## src/rtl/sram_ctrl_pkg.sv

```systemverilog
// Shared types and default sizing for the RW0 SRAM port controller.
// Latency: n/a (types and constants only).
// Backpressure: n/a.
package sram_ctrl_pkg;

  typedef enum logic {
    INIT = 1'b0,
    RUN  = 1'b1
  } state_t;

  typedef enum logic {
    GRANT_W = 1'b0,
    GRANT_R = 1'b1
  } grant_t;

  localparam int DEF_ADDR_W     = 7;
  localparam int DEF_DATA_W     = 8;
  localparam int DEF_DEPTH      = 128;
  localparam int DEF_RESP_DEPTH = 3;

endpackage

```

## src/rtl/sram_resp_fifo.sv

```systemverilog
// Read-response buffer: small synchronous FIFO, head visible combinationally.
// Latency: a push is visible at the head on the following cycle.
// Backpressure: none internally; the caller's credit scheme guarantees no overflow.
module sram_resp_fifo #(
  parameter int DATA_W = 8,
  parameter int DEPTH  = 3,
  localparam int CNT_W = $clog2(DEPTH + 1),
  localparam int PTR_W = (DEPTH > 1) ? $clog2(DEPTH) : 1
) (
  input  logic              clock,
  input  logic              reset,
  input  logic              push,
  input  logic [DATA_W-1:0] push_data,
  input  logic              pop,
  output logic [CNT_W-1:0]  count,
  output logic [DATA_W-1:0] head
);

  logic [DATA_W-1:0] mem [DEPTH];
  logic [PTR_W-1:0]  wr_ptr;
  logic [PTR_W-1:0]  rd_ptr;

  function automatic logic [PTR_W-1:0] bump(input logic [PTR_W-1:0] p);
    return (p == PTR_W'(DEPTH - 1)) ? '0 : p + PTR_W'(1);
  endfunction

  assign head = mem[rd_ptr];

  // Storage is deliberately not reset; only pointers and count are.
  always_ff @(posedge clock) begin
    if (push) mem[wr_ptr] <= push_data;
  end

  // Pointer and occupancy tracking; simultaneous push and pop leave count unchanged.
  always_ff @(posedge clock or posedge reset) begin
    if (reset) begin
      wr_ptr <= '0;
      rd_ptr <= '0;
      count  <= '0;
    end else begin
      if (push) wr_ptr <= bump(wr_ptr);
      if (pop)  rd_ptr <= bump(rd_ptr);
      if (push && !pop)      count <= count + CNT_W'(1);
      else if (pop && !push) count <= count - CNT_W'(1);
    end
  end

endmodule

```

## src/rtl/sram_port_ctrl.sv

```systemverilog
// Arbitrates write/read request streams onto one RW0 SRAM port and zero-fills the array after reset.
// Latency: request accepted in N drives the port in N+1; read response valid in N+3 at the earliest.
// Backpressure: reads are credit-limited by the response buffer; writes/reads alternate under contention.
module sram_port_ctrl
  import sram_ctrl_pkg::*;
#(
  parameter int ADDR_W        = DEF_ADDR_W,
  parameter int DATA_W        = DEF_DATA_W,
  parameter int DEPTH         = DEF_DEPTH,
  parameter int RESP_DEPTH    = DEF_RESP_DEPTH,
  parameter int INIT_ON_RESET = 1
) (
  input  logic              clock,
  input  logic              reset,
  input  logic              w_valid,
  output logic              w_ready,
  input  logic [ADDR_W-1:0] w_addr,
  input  logic [DATA_W-1:0] w_data,
  input  logic              r_valid,
  output logic              r_ready,
  input  logic [ADDR_W-1:0] r_addr,
  output logic              resp_valid,
  input  logic              resp_ready,
  output logic [DATA_W-1:0] resp_data,
  output logic              init_done,
  output logic              sram_en,
  output logic              sram_wmode,
  output logic [ADDR_W-1:0] sram_addr,
  output logic [DATA_W-1:0] sram_wdata,
  input  logic [DATA_W-1:0] sram_rdata
);

  localparam int CNT_W = $clog2(RESP_DEPTH + 1);
  localparam int OCC_W = CNT_W + 2;
  localparam state_t RESET_STATE = (INIT_ON_RESET != 0) ? INIT : RUN;

  state_t            state, next_state;
  grant_t            last_grant;
  logic [ADDR_W:0]   init_cnt;     // one extra bit so DEPTH = 2^ADDR_W ends cleanly
  logic              last_init;
  logic              s1, s2;
  logic [CNT_W-1:0]  count;
  logic              pop;
  logic [OCC_W-1:0]  occ;
  logic              rcred;
  logic              w_acc, r_acc;

  assign last_init  = (init_cnt == (ADDR_W + 1)'(DEPTH - 1));
  assign s1         = sram_en & ~sram_wmode;
  assign resp_valid = (count != '0);
  assign pop        = resp_valid & resp_ready;
  assign occ        = OCC_W'(s1) + OCC_W'(s2) + OCC_W'(count) - OCC_W'(pop);
  assign rcred      = (occ < OCC_W'(RESP_DEPTH));
  assign w_acc      = w_valid & w_ready;
  assign r_acc      = r_valid & r_ready;

  // State register.
  always_ff @(posedge clock or posedge reset) begin
    if (reset) state <= RESET_STATE;
    else       state <= next_state;
  end

  // Next state and request readies; readies never look at their own valid.
  always_comb begin
    next_state = state;
    w_ready    = 1'b0;
    r_ready    = 1'b0;
    init_done  = 1'b0;
    if (state == INIT) begin
      if (last_init) next_state = RUN;
    end else begin
      init_done = 1'b1;
      w_ready   = !r_valid || !rcred || (last_grant == GRANT_R);
      r_ready   = rcred && (!w_valid || (last_grant == GRANT_W));
    end
  end

  // Init address counter, advances once per cycle while clearing.
  always_ff @(posedge clock or posedge reset) begin
    if (reset)               init_cnt <= '0;
    else if (state == INIT)  init_cnt <= init_cnt + (ADDR_W + 1)'(1);
  end

  // Fairness bit: remembers which stream won the last accepted request.
  always_ff @(posedge clock or posedge reset) begin
    if (reset)      last_grant <= GRANT_R;
    else if (w_acc) last_grant <= GRANT_W;
    else if (r_acc) last_grant <= GRANT_R;
  end

  // Registered SRAM port: init writes, then accepted requests in acceptance order.
  always_ff @(posedge clock or posedge reset) begin
    if (reset) begin
      sram_en    <= 1'b0;
      sram_wmode <= 1'b0;
      sram_addr  <= '0;
      sram_wdata <= '0;
    end else if (state == INIT) begin
      sram_en    <= 1'b1;
      sram_wmode <= 1'b1;
      sram_addr  <= init_cnt[ADDR_W-1:0];
      sram_wdata <= '0;
    end else if (w_acc) begin
      sram_en    <= 1'b1;
      sram_wmode <= 1'b1;
      sram_addr  <= w_addr;
      sram_wdata <= w_data;
    end else if (r_acc) begin
      sram_en    <= 1'b1;
      sram_wmode <= 1'b0;
      sram_addr  <= r_addr;
    end else begin
      sram_en    <= 1'b0;
      sram_wmode <= 1'b0;
    end
  end

  // s2 marks the cycle the macro presents data for the read issued last cycle.
  always_ff @(posedge clock or posedge reset) begin
    if (reset) s2 <= 1'b0;
    else       s2 <= s1;
  end

  sram_resp_fifo #(
    .DATA_W (DATA_W),
    .DEPTH  (RESP_DEPTH)
  ) u_resp_fifo (
    .clock     (clock),
    .reset     (reset),
    .push      (s2),
    .push_data (sram_rdata),
    .pop       (pop),
    .count     (count),
    .head      (resp_data)
  );

endmodule

```

## config.mk

```make
export PLATFORM = sky130hd
export DESIGN_NAME = sram_port_ctrl
export DESIGN_NICKNAME = d
export VERILOG_FILES = /design/src/rtl/sram_ctrl_pkg.sv /design/src/rtl/sram_resp_fifo.sv /design/src/rtl/sram_port_ctrl.sv
export SDC_FILE = /design/constraint.sdc
export NUM_CORES = 1
export LEC_CHECK = 0
export CAP_MARGIN = 40
export CORE_UTILIZATION = 55
export CTS_CLUSTER_SIZE = 16
export DETAILED_ROUTE_END_ITERATION = 6
export DONT_BUFFER_PORTS = 1
export PLACE_DENSITY_LB_ADDON = 0.2
export SYNTH_ARGS = -nofsm -noshare
export SYNTH_HDL_FRONTEND = slang
export SYNTH_SLANG_ARGS = --single-unit
export TNS_END_PERCENT = 100
```

## constraint.sdc

```tcl
create_clock -name clock -period 6.65 [get_ports clock]
set_input_delay 0.665 -clock clock [delete_from_list [all_inputs] [get_ports clock]]
set_output_delay 0.665 -clock clock [all_outputs]
set_load 0.02 [all_outputs]
```

# Word level (Yosys, flattened, before mapping)
# Memory sizes are Yosys's and may differ from the RTL's.
# Cells that the tools add are included.
[totals]
n_memories = 1
elab_cells = 69
inputBits = 35
out_inout_bits = 29
mem_bits_ro = 0
ram_bits = 24
ff_bits = 34
latch_bits = 0
[mem_list]
columns = ["memory", "words", "width", "rd", "rd_clocked_by_memory_dff", "write_ports", "line_no", "rtl"]
rows = [
  ["u_resp_fifo.mem", 3, 8, 1, 0, 1, "sram_resp_fifo.sv:19", "logic [DATA_W-1:0] mem [DEPTH];"],
]
[classes]
add_sub_neg = 8
order_cmp = 1
mux = 23
n_div = 0
n_reduce_logical = 14
eq_ne = 5
shift = 0
n_mul = 0
bitwise_logic = 6
[op_table]
columns = ["cell", "count"]
rows = [
  ["7-bit two-way mux", 3],
  ["8-bit two-way mux", 2],
  ["1-bit two-way mux", 14],
  ["8-bit by 1-bit adder with 8-bit output, second input constant", 1],
  ["8-bit by 7-bit == test with 1-bit output, second input constant", 1],
  ["2-bit two-way mux", 4],
  ["2-bit by 1-bit adder with 2-bit output, second input constant", 3],
  ["2-bit nonzero test", 3],
  ["1-bit logical NOT", 5],
  ["1-bit bitwise AND", 4],
  ["2-bit == test, second input constant", 2],
  ["4-bit by 2-bit less-than comparator with 1-bit output, second input constant", 1],
  ["3-bit by 1-bit subtractor with 4-bit output", 1],
  ["2-bit by 2-bit adder with 3-bit output", 1],
  ["1-bit logical AND", 3],
  ["1-bit logical OR", 3],
  ["3-bit by 1-bit != test with 1-bit output, second input constant", 1],
  ["1-bit by 1-bit adder with 2-bit output", 1],
  ["2-bit by 1-bit != test with 1-bit output, second input constant", 1],
  ["1-bit NOT", 2],
  ["2-bit by 1-bit subtractor with 2-bit output, second input constant", 1],
]

# Depth between registers and ports, before layout
# Gate-level depths: netlist of run 1.
[depth]
depth_word = 13
mapped_depth = 11
depth_no_buf = 10

# Cells and area by module
# A second synthesis of run 1 with hierarchy kept.
[hier_totals]
cells_unflattened = 211
area_unflattened_um2 = 2543.7
[by_module_without_submodules]
columns = ["module", "cells_per_inst", "area_each_um2", "instances", "seq_area_each_um2"]
rows = [
  ["sram_port_ctrl", 134, 1375.1, 1, 701.9],
  ["sram_resp_fifo", 77, 1168.6, 1, 870.8],
]

# Worst setup path after synthesis of run 1
# No wires, ideal clock.
[synth_path]
kind = "input-to-output"
startpoint = "input port resp_ready"
endpoint = "output port w_ready"
n_path_buf = 1
path_stages = 10
required_time_ns = 5.985
arrival_time_ns = 2.731
path_slack_ns = 3.254
cell_sequence = "o21ai_0 inv_1 ha_1 fa_1 inv_1 fa_1 nand2b_1 o2111ai_1 buf_2 o21a_1"
[synth_via]
elab_chain_cells = 7
[synth_lines]
columns = ["item", "line_no", "rtl"]
rows = [
  ["start, declared", "sram_port_ctrl.sv:23", "input logic resp_ready,"],
  ["1-bit bitwise AND", "sram_port_ctrl.sv:51", "assign pop = resp_valid & resp_ready;"],
  ["via pop", "sram_port_ctrl.sv:43", "logic pop;"],
  ["3-bit by 1-bit subtractor with 4-bit output", "sram_port_ctrl.sv:52", "assign occ = OCC_W'(s1) + OCC_W'(s2) + OCC_W'(count) - OCC_W'(pop);"],
  ["4-bit by 2-bit less-than comparator with 1-bit output", "sram_port_ctrl.sv:53", "assign rcred = (occ < OCC_W'(RESP_DEPTH));"],
  ["1-bit logical NOT", "sram_port_ctrl.sv:73", "w_ready = !r_valid || !rcred || (last_grant == GRANT_R);"],
  ["1-bit logical OR (2 in a row)", "sram_port_ctrl.sv:73", ""],
  ["1-bit two-way mux", "sram_port_ctrl.sv:69", "if (state == INIT) begin"],
  ["end, declared", "sram_port_ctrl.sv:16", "output logic w_ready,"],
]
# The timed path passes the listed nets, and every way through them passes these cells.

# Final worst setup path of run 1
[layout_path]
startpoint = "register u_resp_fifo.count[0]"
endpoint = "output port w_ready"
[layout_via]
elab_chain_cells = 8
elab_cells_between_ends = 9
classes_between = "add/sub: 2; order compare: 1; mux: 1; bitwise: 1; reduce/logical: 4"
[layout_lines]
columns = ["item", "line_no", "rtl"]
rows = [
  ["start, declared", "sram_resp_fifo.sv:15", "output logic [CNT_W-1:0] count,"],
  ["start signal, assigned", "sram_resp_fifo.sv:43", "if (push && !pop) count <= count + CNT_W'(1);"],
  ["start signal, assigned", "sram_resp_fifo.sv:44", "else if (pop && !push) count <= count - CNT_W'(1);"],
  ["2-bit nonzero test", "sram_port_ctrl.sv:50", "assign resp_valid = (count != '0);"],
  ["1-bit bitwise AND", "sram_port_ctrl.sv:51", ""],
  ["via pop", "sram_port_ctrl.sv:43", ""],
  ["3-bit by 1-bit subtractor with 4-bit output", "sram_port_ctrl.sv:52", ""],
  ["4-bit by 2-bit less-than comparator with 1-bit output", "sram_port_ctrl.sv:53", ""],
  ["1-bit logical NOT", "sram_port_ctrl.sv:73", ""],
  ["1-bit logical OR (2 in a row)", "sram_port_ctrl.sv:73", ""],
  ["1-bit two-way mux", "sram_port_ctrl.sv:69", ""],
]
# The timed path passes the listed nets, and every way through them passes these cells.

==> out/metrics.yaml, run 1 <==
critical_path:
  rrSetupSlack_ns: 2.86
  cp_cell_sequence: "o21ai_0, inv_1, ha_1, fa_1, inv_1, fa_1, nand2b_1, o2111ai_1, o21a_1"
  critPathKind: "flip-flop to output pin"
  cp_slowest_cell: "o2111ai_1"
  required_ns: 5.98
  crit_arrival_ns: 3.47
  r2r_end: "sram_wdata[5]"
  reg2reg_depth: 11
  cp-start-kind: "flip-flop"
  reg2reg_from: "u_resp_fifo.count[0]"
  crit_fanout: 11
  cpPeakStageDelay_ns: 0.44
  end_kind: "output pin"
power:
  p_sw_share_pct: 32.8
  switchingPower_uw: 282
  p_leak_uw: 0.00124
  powerDensity_nw_per_um2: 298
  p_int_uw: 580
  p_comb_share_pct: 22.1
  pwr-share-clk_pct: 29.4
  max-vdd-ir-drop_uv: 131
  pwr-share-seq_pct: 48.6
route:
  first_pass_iters: 4
  wl_met3_um: 406
  ant_nets: 0
  top_layer: "met4"
  drt_iter0_markers: 70
  drcViolationCount: 0
  wl_met1_um: 1880
  wire_per_inst_um: 15.8
  wirelength_um: 4820
  routed_via_density: 5.64
  wl_met2_um: 2400
  vias: 1721
timing:
  max-slew-margin-rel_pct: 40.7
  fin_setup_tns_ns: 0
  hold_violations: 0
  fin_worst_skew_ns: 0.00909
  min_period_ns: 4.14
  setup_violations: 0
  max_clock_freq_mhz: 242
  rsz0062_at_grt: "false"
  worstMarginPinSlew_ns: 0.889
  period_share_pct: 62.2
  drv_slew: 0
cts:
  cts_sinks: 58
  hold_buffers: 0
  clock_tree.root_cell: "clkbuf_8"
  path_clk_slew_ns: 0.06
  cts_inserted_buffers: 9
  ctsResizeCount: 0
  clock_path_buffers: 2
  cts_setup_buffers: 0
  h-tree-depth: 3
  cts_tree: "yes"
  clk_latency_ns: 0.33
hold_path:
  hp-class: "primary input to async pin"
finish:
  drive_gt1_share_pct: 8.40
  post-route-util_pct: 61.3
  final_nets: 275
  synthToLayoutAreaGrowth_pct: 7.13
  num_antenna_cells: 0
  design_area_sq_um: 2900
placed_design:
  dpl_cell_area_sq_um: 2740
  portBuffers: 0
  dp_hpwl_um: 3350
  place_congestion: 0.804
die:
  initial_utilization_pct: 57.2
  row_count: 25
  die_w_um: 72.1
  io_pins: 64
  die_h_um: 72.1
  dieArea_sq_um: 5200
  core_area_sq_um: 4720
run_status:
  status: "finished, final reports clean"
global_route:
  grt_pass1_vias: 1709
  grt_max_degree: 37
  antenna_found_initial: 0
  grt_pass1_wl_um: 7910
  grtUsageTotal_pct: 20.6
  grt_overflow_total: 0
synthesis:
  synth-seq-area-share_pct: 58.2
  ys_seq_elements: 58
  yosysWarnings: 0
  syn_nets: 274
  ys_types: 34
  syn_avg_cell_area_sq_um: 11.6
  netlist_area_sq_um: 2700
  syn_inst: 232
run:
  maxCapViolations: 0
==> layer usage <==
| layer | track usage (%) | up-vias |
|---|---|---|
| met4 | 11.3 | 0 |
| met2 | 34.1 | 53 |
| met1 | 22.4 | 835 |
| li1 | - | 820 |
| met5 | 0 | - |
| met3 | 8.61 | 13 |
==> how the worst max path moves through the flow <==
stage	start	end	slack, ns
after floorplan	resp_ready	w_ready	3.25
after global placement	resp_ready	sram_wdata[0]	2.64
after global routing	u_resp_fifo.count[0]	w_ready	2.23
after detailed placement	resp_ready	sram_wdata[5]	2.84
final	u_resp_fifo.count[0]	w_ready	2.51
after CTS	u_resp_fifo.count[0]	w_ready	2.50
==> synthesized netlist by cell type <==
master     instances  area share, %
dfrtp_1           33             31
edfxtp_1          24             27
nand2_1           22            3.1
inv_1             18            2.5
mux2i_1           16            5.9
nand3_1           11            2.0
nor2b_1           11            2.5
o21ai_0           10            1.9
o2111ai_1          8            2.6
a21oi_1            7            1.3
a41oi_1            7            2.3
nor3_1             7            1.3
xnor2_1            7            2.3
clkbuf_1           6           0.83
buf_2              5           0.93
ha_1               5            2.3
nand2b_1           5            1.2
nor2_1             5           0.69
and3_1             4           0.93
xor2_1             4            1.3
a21o_1             2           0.56
fa_1               2            1.5
mux2_2             2           0.83
a31o_2             1           0.32
and2_1             1           0.23
buf_4              1           0.28
buf_6              1           0.42
dfstp_2            1           0.97
nand2_2            1           0.23
o2111a_2           1           0.46
o211a_1            1           0.37
o211ai_1           1           0.28
o21a_1             1           0.28
o21bai_1           1           0.28
==> placed cells by master (no fill, tap or decap), drive strengths merged, types with 3 or more instances in the layout <==
cell type | Yosys | layout
buf | 7 | 3
inv | 18 | 18
nand2b | 5 | 5
nor3 | 7 | 7
mux2i | 16 | 16
nor2 | 5 | 5
clkbuf | 6 | 11
a21oi | 7 | 7
xnor2 | 7 | 7
xor2 | 4 | 4
a41oi | 7 | 7
dfrtp | 33 | 33
nor2b | 11 | 11
clkinv | 0 | 5
and3 | 4 | 4
nand2 | 23 | 23
o21ai | 10 | 10
edfxtp | 24 | 24
o2111ai | 8 | 8
nand3 | 11 | 11
ha | 5 | 5
==> state kept, by name, indices dropped and copies added (netlist names) <==
| signal | flops |
|---|---|
| u_resp_fifo.mem | 24 |
| sram_wmode | 1 |
| sram_addr | 7 |
| u_resp_fifo.wr_ptr | 2 |
| init_cnt | 8 |
| sram_wdata | 8 |
| u_resp_fifo.rd_ptr | 2 |
| s2 | 1 |
| u_resp_fifo.count | 2 |
| state | 1 |
| last_grant | 1 |
| sram_en | 1 |
==> kinds of logic after synthesis <==
logic type               synth area share (%)
AO/OA/AOI/OAI                            10.6
XOR/XNOR                                 3.56
adder cells (fa/ha/maj)                  3.80
buffers and inverters                    4.95
flip-flops                               58.2
multiplexers                             6.76
AND/OR/NAND/NOR                          12.2
==> worst max-delay path, delay by kind of cell (launching register included) <==
family,cells,cell delay [ns]
buffers and inverters,2,0.18
adder cells (fa/ha/maj),3,1.14
AND/OR/NAND/NOR,1,0.12
flip-flops,1,0.43
AO/OA/AOI/OAI,3,1.30
==> final cells by class <==
cell class,count,area [sq um]
tap,67,83.8
inverter,18,67.6
clock buffer,11,131
fill,401,1830
sequential,58,1570
multi-input combinational,143,996
clock inverter,5,21.3
timing repair buffer,3,22.5
==> stage by stage <==
stage	power [uW]	hold slack, ns	setup WS, ns	std cells
6_report	862	0.323	2.51	305
2_1_floorplan	595	0.437	3.25	232
3_5_place_dp	618	0.466	2.84	289
4_1_cts	870	0.329	2.50	305
5_1_grt	915	0.352	2.23	305
3_3_place_gp	612	0.454	2.64	288
==> power groups by stage <==
stage                     clock network (uW)  registers [uW]  logic, uW
after detailed placement                   0             427        191
after floorplan                            0             399        196
final                                    253             419        190
after global placement                     0             425        187
after global routing                     277             422        215
after CTS                                258             419        192
Power figures use the tool's default switching activity.
==> inputs of run 2 (changes only) <==
==> constraint.sdc (replaced) <==
create_clock -name clock -period 3.4 [get_ports clock]
set_input_delay 0.34 -clock clock [delete_from_list [all_inputs] [get_ports clock]]
set_output_delay 0.34 -clock clock [all_outputs]
set_load 0.02 [all_outputs]
==> run 2 against run 1 <==
Combinational power grew 110%. Non-clock buffer count grew 3. Clock-buffer cell count grew 4. Final cell count grew 0.98%. Sequential power grew 95%. Largest power group unchanged. Largest cell class unchanged. Highest routed layer unchanged.
==> out/metrics.yaml, run 2 (synthesis results as in run 1) <==
placed_design:
  dp_cells: 291  # was 289
  pre_cts_ws_ns: 0.326  # was 2.84 ns
  place_congestion: 0.835  # was 0.804
  portBuffers: 0  # unchanged
  dp_hpwl_um: 3390  # was 3350 um
cts:
  clock_tree.root_cell: "clkbuf_8"  # unchanged
  path_clk_slew_ns: 0.06  # about the same
  clock_path_buffers: 2  # unchanged
  cts_tree: "yes"  # unchanged
  h-tree-depth: 3  # unchanged
  cts_sinks: 58  # unchanged
  cts_inserted_buffers: 9  # unchanged
  clk_latency_ns: 0.32  # was 0.33 ns
finish:
  num_antenna_cells: 0  # unchanged
  post-route-util_pct: 62.1  # was 61.3%
  final_cell_mix: "dfrtp_1 (33), edfxtp_1 (24), nand2_1 (22)"  # unchanged
  final_common_cell: "dfrtp_1"  # unchanged
  drive_gt1_share_pct: 9.54  # was 8.40%
  final_nets: 278  # was 275
  largest_reg_flops: 24  # unchanged
  synthToLayoutAreaGrowth_pct: 8.61  # was 7.13%
  final_cells: 308  # was 305
  nFillCells: 380  # was 401
  top_register: "u_resp_fifo.mem"  # unchanged
  top_regs: "u_resp_fifo.mem: 24 flops, init_cnt: 8 flops, sram_wdata: 8 flops"  # unchanged
run:
  maxCapViolations: 0  # unchanged
route:
  wirelength_um: 4900  # was 4820 um
  drt_iter0_markers: 102  # was 70
  first_pass_iters: 4  # unchanged
  ant_nets: 0  # unchanged
  vias: 1723  # was 1721
  wire_per_inst_um: 15.9  # was 15.8 um
  drcViolationCount: 0  # unchanged
  routed_via_density: 5.59  # was 5.64
timing:
  fin_worst_skew_ns: 0.00596  # was 0.00909 ns
  hold_violations: 0  # unchanged
  period_share_pct: 93.8
  setup_violations: 0  # unchanged
  drv_slew: 0  # unchanged
  rsz0062_at_grt: "false"  # unchanged
  max-slew-margin-rel_pct: 45.3  # was 40.7%
  fin_setup_tns_ns: 0  # unchanged
  min_period_ns: 3.19
  max_clock_freq_mhz: 314
  fin_ws_ns: 0.210  # was 2.51 ns
  worstMarginPinSlew_ns: 0.818  # was 0.889 ns
critical_path:
  crit_arrival_ns: 2.85  # was 3.47 ns
  end_kind: "output pin"  # unchanged
  cp-start-kind: "flip-flop"  # unchanged
  crit_fanout: 6  # was 11
  required_ns: 3.06  # was 5.98 ns
  critPathKind: "flip-flop to output pin"  # unchanged
  reg2reg_depth: 11  # unchanged
power:
  powerDensity_nw_per_um2: 594  # was 298 nW/um^2
  max-vdd-ir-drop_uv: 255  # was 131 uV
  p_leak_uw: 0.00125  # was 0.00124 uW
die:
  row_count: 25  # unchanged
  core_area_sq_um: 4720  # unchanged
  initial_utilization_pct: 57.2  # unchanged
  io_pins: 64  # unchanged
  die_h_um: 72.1  # unchanged
  die_w_um: 72.1  # unchanged
  dieArea_sq_um: 5200  # unchanged
global_route:
  grt_overflow_total: 0  # unchanged
  grt_max_degree: 26  # was 37
  use_met2_pct: 33.9  # was 34.1%
  grt_pass1_vias: 1672  # was 1709
  grt_util_met1_pct: 25.3  # was 22.4%
  grt.busiest_layer: "met2"  # unchanged
  grtUsageTotal_pct: 21.1  # was 20.6%
  antenna_found_initial: 0  # unchanged
  grt_pass1_wl_um: 8020  # was 7910 um
  use_met3_pct: 9.86  # was 8.61%
hold_path:
  holdPathStages: 0
  hp-class: "primary input to flip-flop"  # was primary input to async pin
run_status:
  status: "finished, final reports clean"  # unchanged
## run 2: cell count changes in the layout (fill, tap and decap cells not counted), sizes merged
cell / change
clkinv: -4
dlygate4sd3: +1
clkbuf: +4
buf: +2
## run 2: worst paths after layout
path | end | startpoint | slack (ns)
setup / recovery | w_ready | u_resp_fifo.count[0] | 0.21
hold / removal | u_resp_fifo.mem[0][3] | sram_rdata[3] | 0.11
max in group asynchronous | last_grant | reset | 2.27
setup reg to reg | sram_wdata[4] | u_resp_fifo.count[0] | 0.45
hold reg to reg | init_cnt[2] | init_cnt[2] | 0.48
min in group asynchronous | s2 | reset | 0.43
## run 2: layout make-up
type / instances / area, sq um / area share [%]
clock buffer: 15 / 156 / 5.33
clock inverter: 1 / 5.00 / 0.171
inverter: 18 / 67.6 / 2.30
multi-input combinational: 143 / 1000 / 34.1
sequential: 58 / 1570 / 53.6
tap: 67 / 83.8 / 2.86
timing repair buffer: 6 / 47.5 / 1.62
## run 2: report_power, final
part | switching, uW | internal, uW | leakage, uW | total, uW
clock network | 247 | 285 | 0.0000817 | 532
logic | 254 | 143 | 0.000525 | 397
registers | 62.4 | 754 | 0.000645 | 816
total | 564 | 1180 | 0.00125 | 1750
## run 2: critical path: stages, from the launching register on
cell       delay, ns
dfrtp_1         0.42
o21ai_1         0.18
inv_1           0.06
ha_1            0.32
fa_1            0.39
inv_1           0.08
fa_1            0.41
nand2b_1        0.14
o2111ai_2       0.22
o21a_1          0.31
## run 2: per-stage QoR
stage | cell area (sq um) | power [uW] | hold slack, ns
finish | 2940 | 1750 | 0.107
global route | 2940 | 1850 | 0.0792
CTS | 2930 | 1750 | 0.0973
detailed placement | 2760 | 1220 | 0.225
global placement | 2760 | 1210 | 0.220
floorplan | 2700 | 1160 | 0.437
## run 2: routing by layer
layer	vias to the layer above	wire [um]	share of wire [%]
met5	-	0	0
met4	0	55	1.1
met3	7	381	7.8
met2	52	2410	49
met1	838	2050	42
li1	826	-	-
## run 2: timing repair
item / in CTS / in global routing
endpoints found under the hold margin: 9 / 0
setup endpoints to repair: 0 / 1
hold buffers: 1 / 0
setup buffers: 0 / 0
resized for setup: 0 / 2
==> inputs of run 3 (changes only) <==
--- a/config.mk
+++ b/config.mk
@@ -11,6 +11,7 @@
 export DETAILED_ROUTE_END_ITERATION = 6
 export DONT_BUFFER_PORTS = 1
 export PLACE_DENSITY_LB_ADDON = 0.2
+export REMOVE_ABC_BUFFERS = 1
 export SYNTH_ARGS = -nofsm -noshare
 export SYNTH_HDL_FRONTEND = slang
 export SYNTH_SLANG_ARGS = --single-unit
==> run 3 against run 2 <==
Cell area increased by 1.4%. Critical path type unchanged. Critical path depth increased by 1. Register-to-register slack got worse by 0.02 ns. Via count decreased by 1.7%. Largest cell class unchanged. Clock power increased by 16%. First-iteration DRC count decreased by 15%.
==> out/metrics.yaml, run 3 (synthesis results as in run 1) <==
run_status:
  status: "finished, final reports clean"  # unchanged
critical_path:
  r2r_end: "sram_wdata[1]"  # was sram_wdata[4]
  reg2reg_depth: 12  # was 11
  worstSetupStartpoint: "u_resp_fifo.count[0]"  # unchanged
  crit_end: "w_ready"  # unchanged
  cp-start-kind: "flip-flop"  # unchanged
  critPathKind: "flip-flop to output pin"  # unchanged
  crit_arrival_ns: 2.89  # was 2.85 ns
  rrSetupSlack_ns: 0.43  # was 0.45 ns
  reg2reg_from: "u_resp_fifo.count[0]"  # unchanged
  crit_fanout: 11  # was 6
  required_ns: 3.06  # about the same
  end_kind: "output pin"  # unchanged
cts:
  cts_sinks: 58  # unchanged
  cts_tree: "yes"  # unchanged
  clock_path_buffers: 2  # unchanged
  path_clk_slew_ns: 0.07  # was 0.06 ns
  clock_tree.root_cell: "clkbuf_8"  # unchanged
  h-tree-depth: 3  # unchanged
  clk_latency_ns: 0.34  # was 0.32 ns
  cts_inserted_buffers: 9  # unchanged
route:
  first_pass_iters: 4  # unchanged
  vias: 1694  # was 1723
  wl_met3_um: 381  # unchanged
  drcViolationCount: 0  # unchanged
  wirelength_um: 5000  # was 4900 um
  wl_met1_um: 2190  # was 2050 um
  routed_via_density: 5.48  # was 5.59
  drt_iter0_markers: 87  # was 102
  ant_nets: 0  # unchanged
  top_layer: "met4"  # unchanged
  wire_per_inst_um: 16.2  # was 15.9 um
  wl_met2_um: 2320  # was 2410 um
timing:
  min_period_ns: 3.23  # was 3.19 ns
  fin_ws_ns: 0.170  # was 0.210 ns
  fin_setup_tns_ns: 0  # unchanged
  max_clock_freq_mhz: 310  # was 314 MHz
  drv_slew: 0  # unchanged
  max-slew-margin-rel_pct: 47.1  # was 45.3%
  worstMarginPinSlew_ns: 0.791  # was 0.818 ns
  fin_worst_skew_ns: 0.00795  # was 0.00596 ns
  setup_violations: 0  # unchanged
  period_share_pct: 95.0  # was 93.8%
  rsz0062_at_grt: "false"  # unchanged
  hold_violations: 0  # unchanged
global_route:
  grt_max_degree: 25  # was 26
  antenna_found_initial: 0  # unchanged
  grt_overflow_total: 0  # unchanged
  grtUsageTotal_pct: 21.2  # was 21.1%
  grt_pass1_wl_um: 8000  # was 8020 um
  grt_pass1_vias: 1663  # was 1672
finish:
  final_common_cell: "dfrtp_1"  # unchanged
  top_regs: "u_resp_fifo.mem: 24 flops, init_cnt: 8 flops, sram_wdata: 8 flops"  # unchanged
  synthToLayoutAreaGrowth_pct: 10.1  # was 8.61%
  largest_reg_flops: 24  # unchanged
  final_cell_mix: "dfrtp_1 (33), edfxtp_1 (24), nand2_1 (22)"  # unchanged
  num_antenna_cells: 0  # unchanged
  final_nets: 279  # was 278
  drive_gt1_share_pct: 11.2  # was 9.54%
  top_register: "u_resp_fifo.mem"  # unchanged
power:
  powerDensity_nw_per_um2: 612  # was 594 nW/um^2
  p_sw_share_pct: 32.5  # was 32.3%
  pwr-share-clk_pct: 33.8  # was 30.5%
  switchingPower_uw: 593  # was 564 uW
  p_leak_uw: 0.00127  # was 0.00125 uW
  p_int_uw: 1230  # was 1180 uW
  max-vdd-ir-drop_uv: 296  # was 255 uV
  p_comb_share_pct: 21.4  # was 22.8%
  pwr-share-seq_pct: 44.8  # was 46.8%
placed_design:
  dp_hpwl_um: 3500  # was 3390 um
  place_congestion: 0.778  # was 0.835
  portBuffers: 0  # unchanged
  pre_cts_ws_ns: 0.356  # was 0.326 ns
hold_path:
  hp-class: "primary input to flip-flop"  # unchanged
run:
  maxCapViolations: 0  # unchanged
die:
  initial_utilization_pct: 57.2  # unchanged
  io_pins: 64  # unchanged
  row_count: 25  # unchanged
  core_area_sq_um: 4720  # unchanged
  dieArea_sq_um: 5200  # unchanged
  die_h_um: 72.1  # unchanged
  die_w_um: 72.1  # unchanged
[run 3: worst min path at each step]
stage                              from                    end  slack (ns)  depth (start not counted)
after floorplan             init_cnt[7]            init_cnt[7]        0.44                          1
after global placement    sram_rdata[6]  u_resp_fifo.mem[2][6]        0.44                          0
after detailed placement          reset            init_cnt[6]        0.30                          1
after CTS                 sram_rdata[5]  u_resp_fifo.mem[2][5]        0.07                          0
after global routing      sram_rdata[6]  u_resp_fifo.mem[2][6]        0.07                          0
final                     sram_rdata[5]  u_resp_fifo.mem[2][5]        0.09                          0
[run 3: metal layers]
metal  vias to the layer above  global-route usage [%]
li1                        830                       -
met1                       802                    26.1
met2                        53                    30.9
met3                         9                    9.86
met4                         0                    11.8
met5                         -                       0
[run 3: metrics by stage]
stage	hold slack (ns)	util (%)	power (uW)	cell area (sq um)	instances
global placement	0.439	58.4	1210	2760	291
finish	0.0937	63.0	1820	2980	309
detailed placement	0.300	58.7	1220	2770	292
CTS	0.0745	63.0	1840	2980	309
floorplan	0.437	-	1130	2640	219
global route	0.0707	63.0	1920	2980	309
[run 3: area by class of cell]
class	instances	area, sq um
repair buffers	7	62.6
multi-input cells	143	996
inverters	18	67.6
clock buffers	9	124
well taps	67	83.8
clock inverters	7	70.1
fillers	401	1750
flip-flops and latches	58	1570
[run 3: power groups by stage]
stage	combinational (uW)	sequential (uW)	clock [uW]
floorplan	318	813	0
global placement	384	829	0
detailed placement	391	832	0
CTS	393	818	632
global route	435	824	662
finish	390	816	615
[run 3: repair_timing]
action                     in CTS  in global routing
gates resized for setup         0                  1
setup endpoints to repair       0                  1
hold buffers                    1                  0
setup buffers                   0                  0
hold endpoints to repair       11                  0
[run 3: worst max-delay path, stage by stage (launching register included)]
cell and delay [ns]:
dfrtp_1 0.43, o21ai_1 0.18, inv_1 0.06, ha_1 0.32
fa_1 0.39, inv_1 0.08, fa_1 0.40, nand2b_1 0.12
o2111ai_1 0.12, buf_4 0.20, o21a_1 0.25
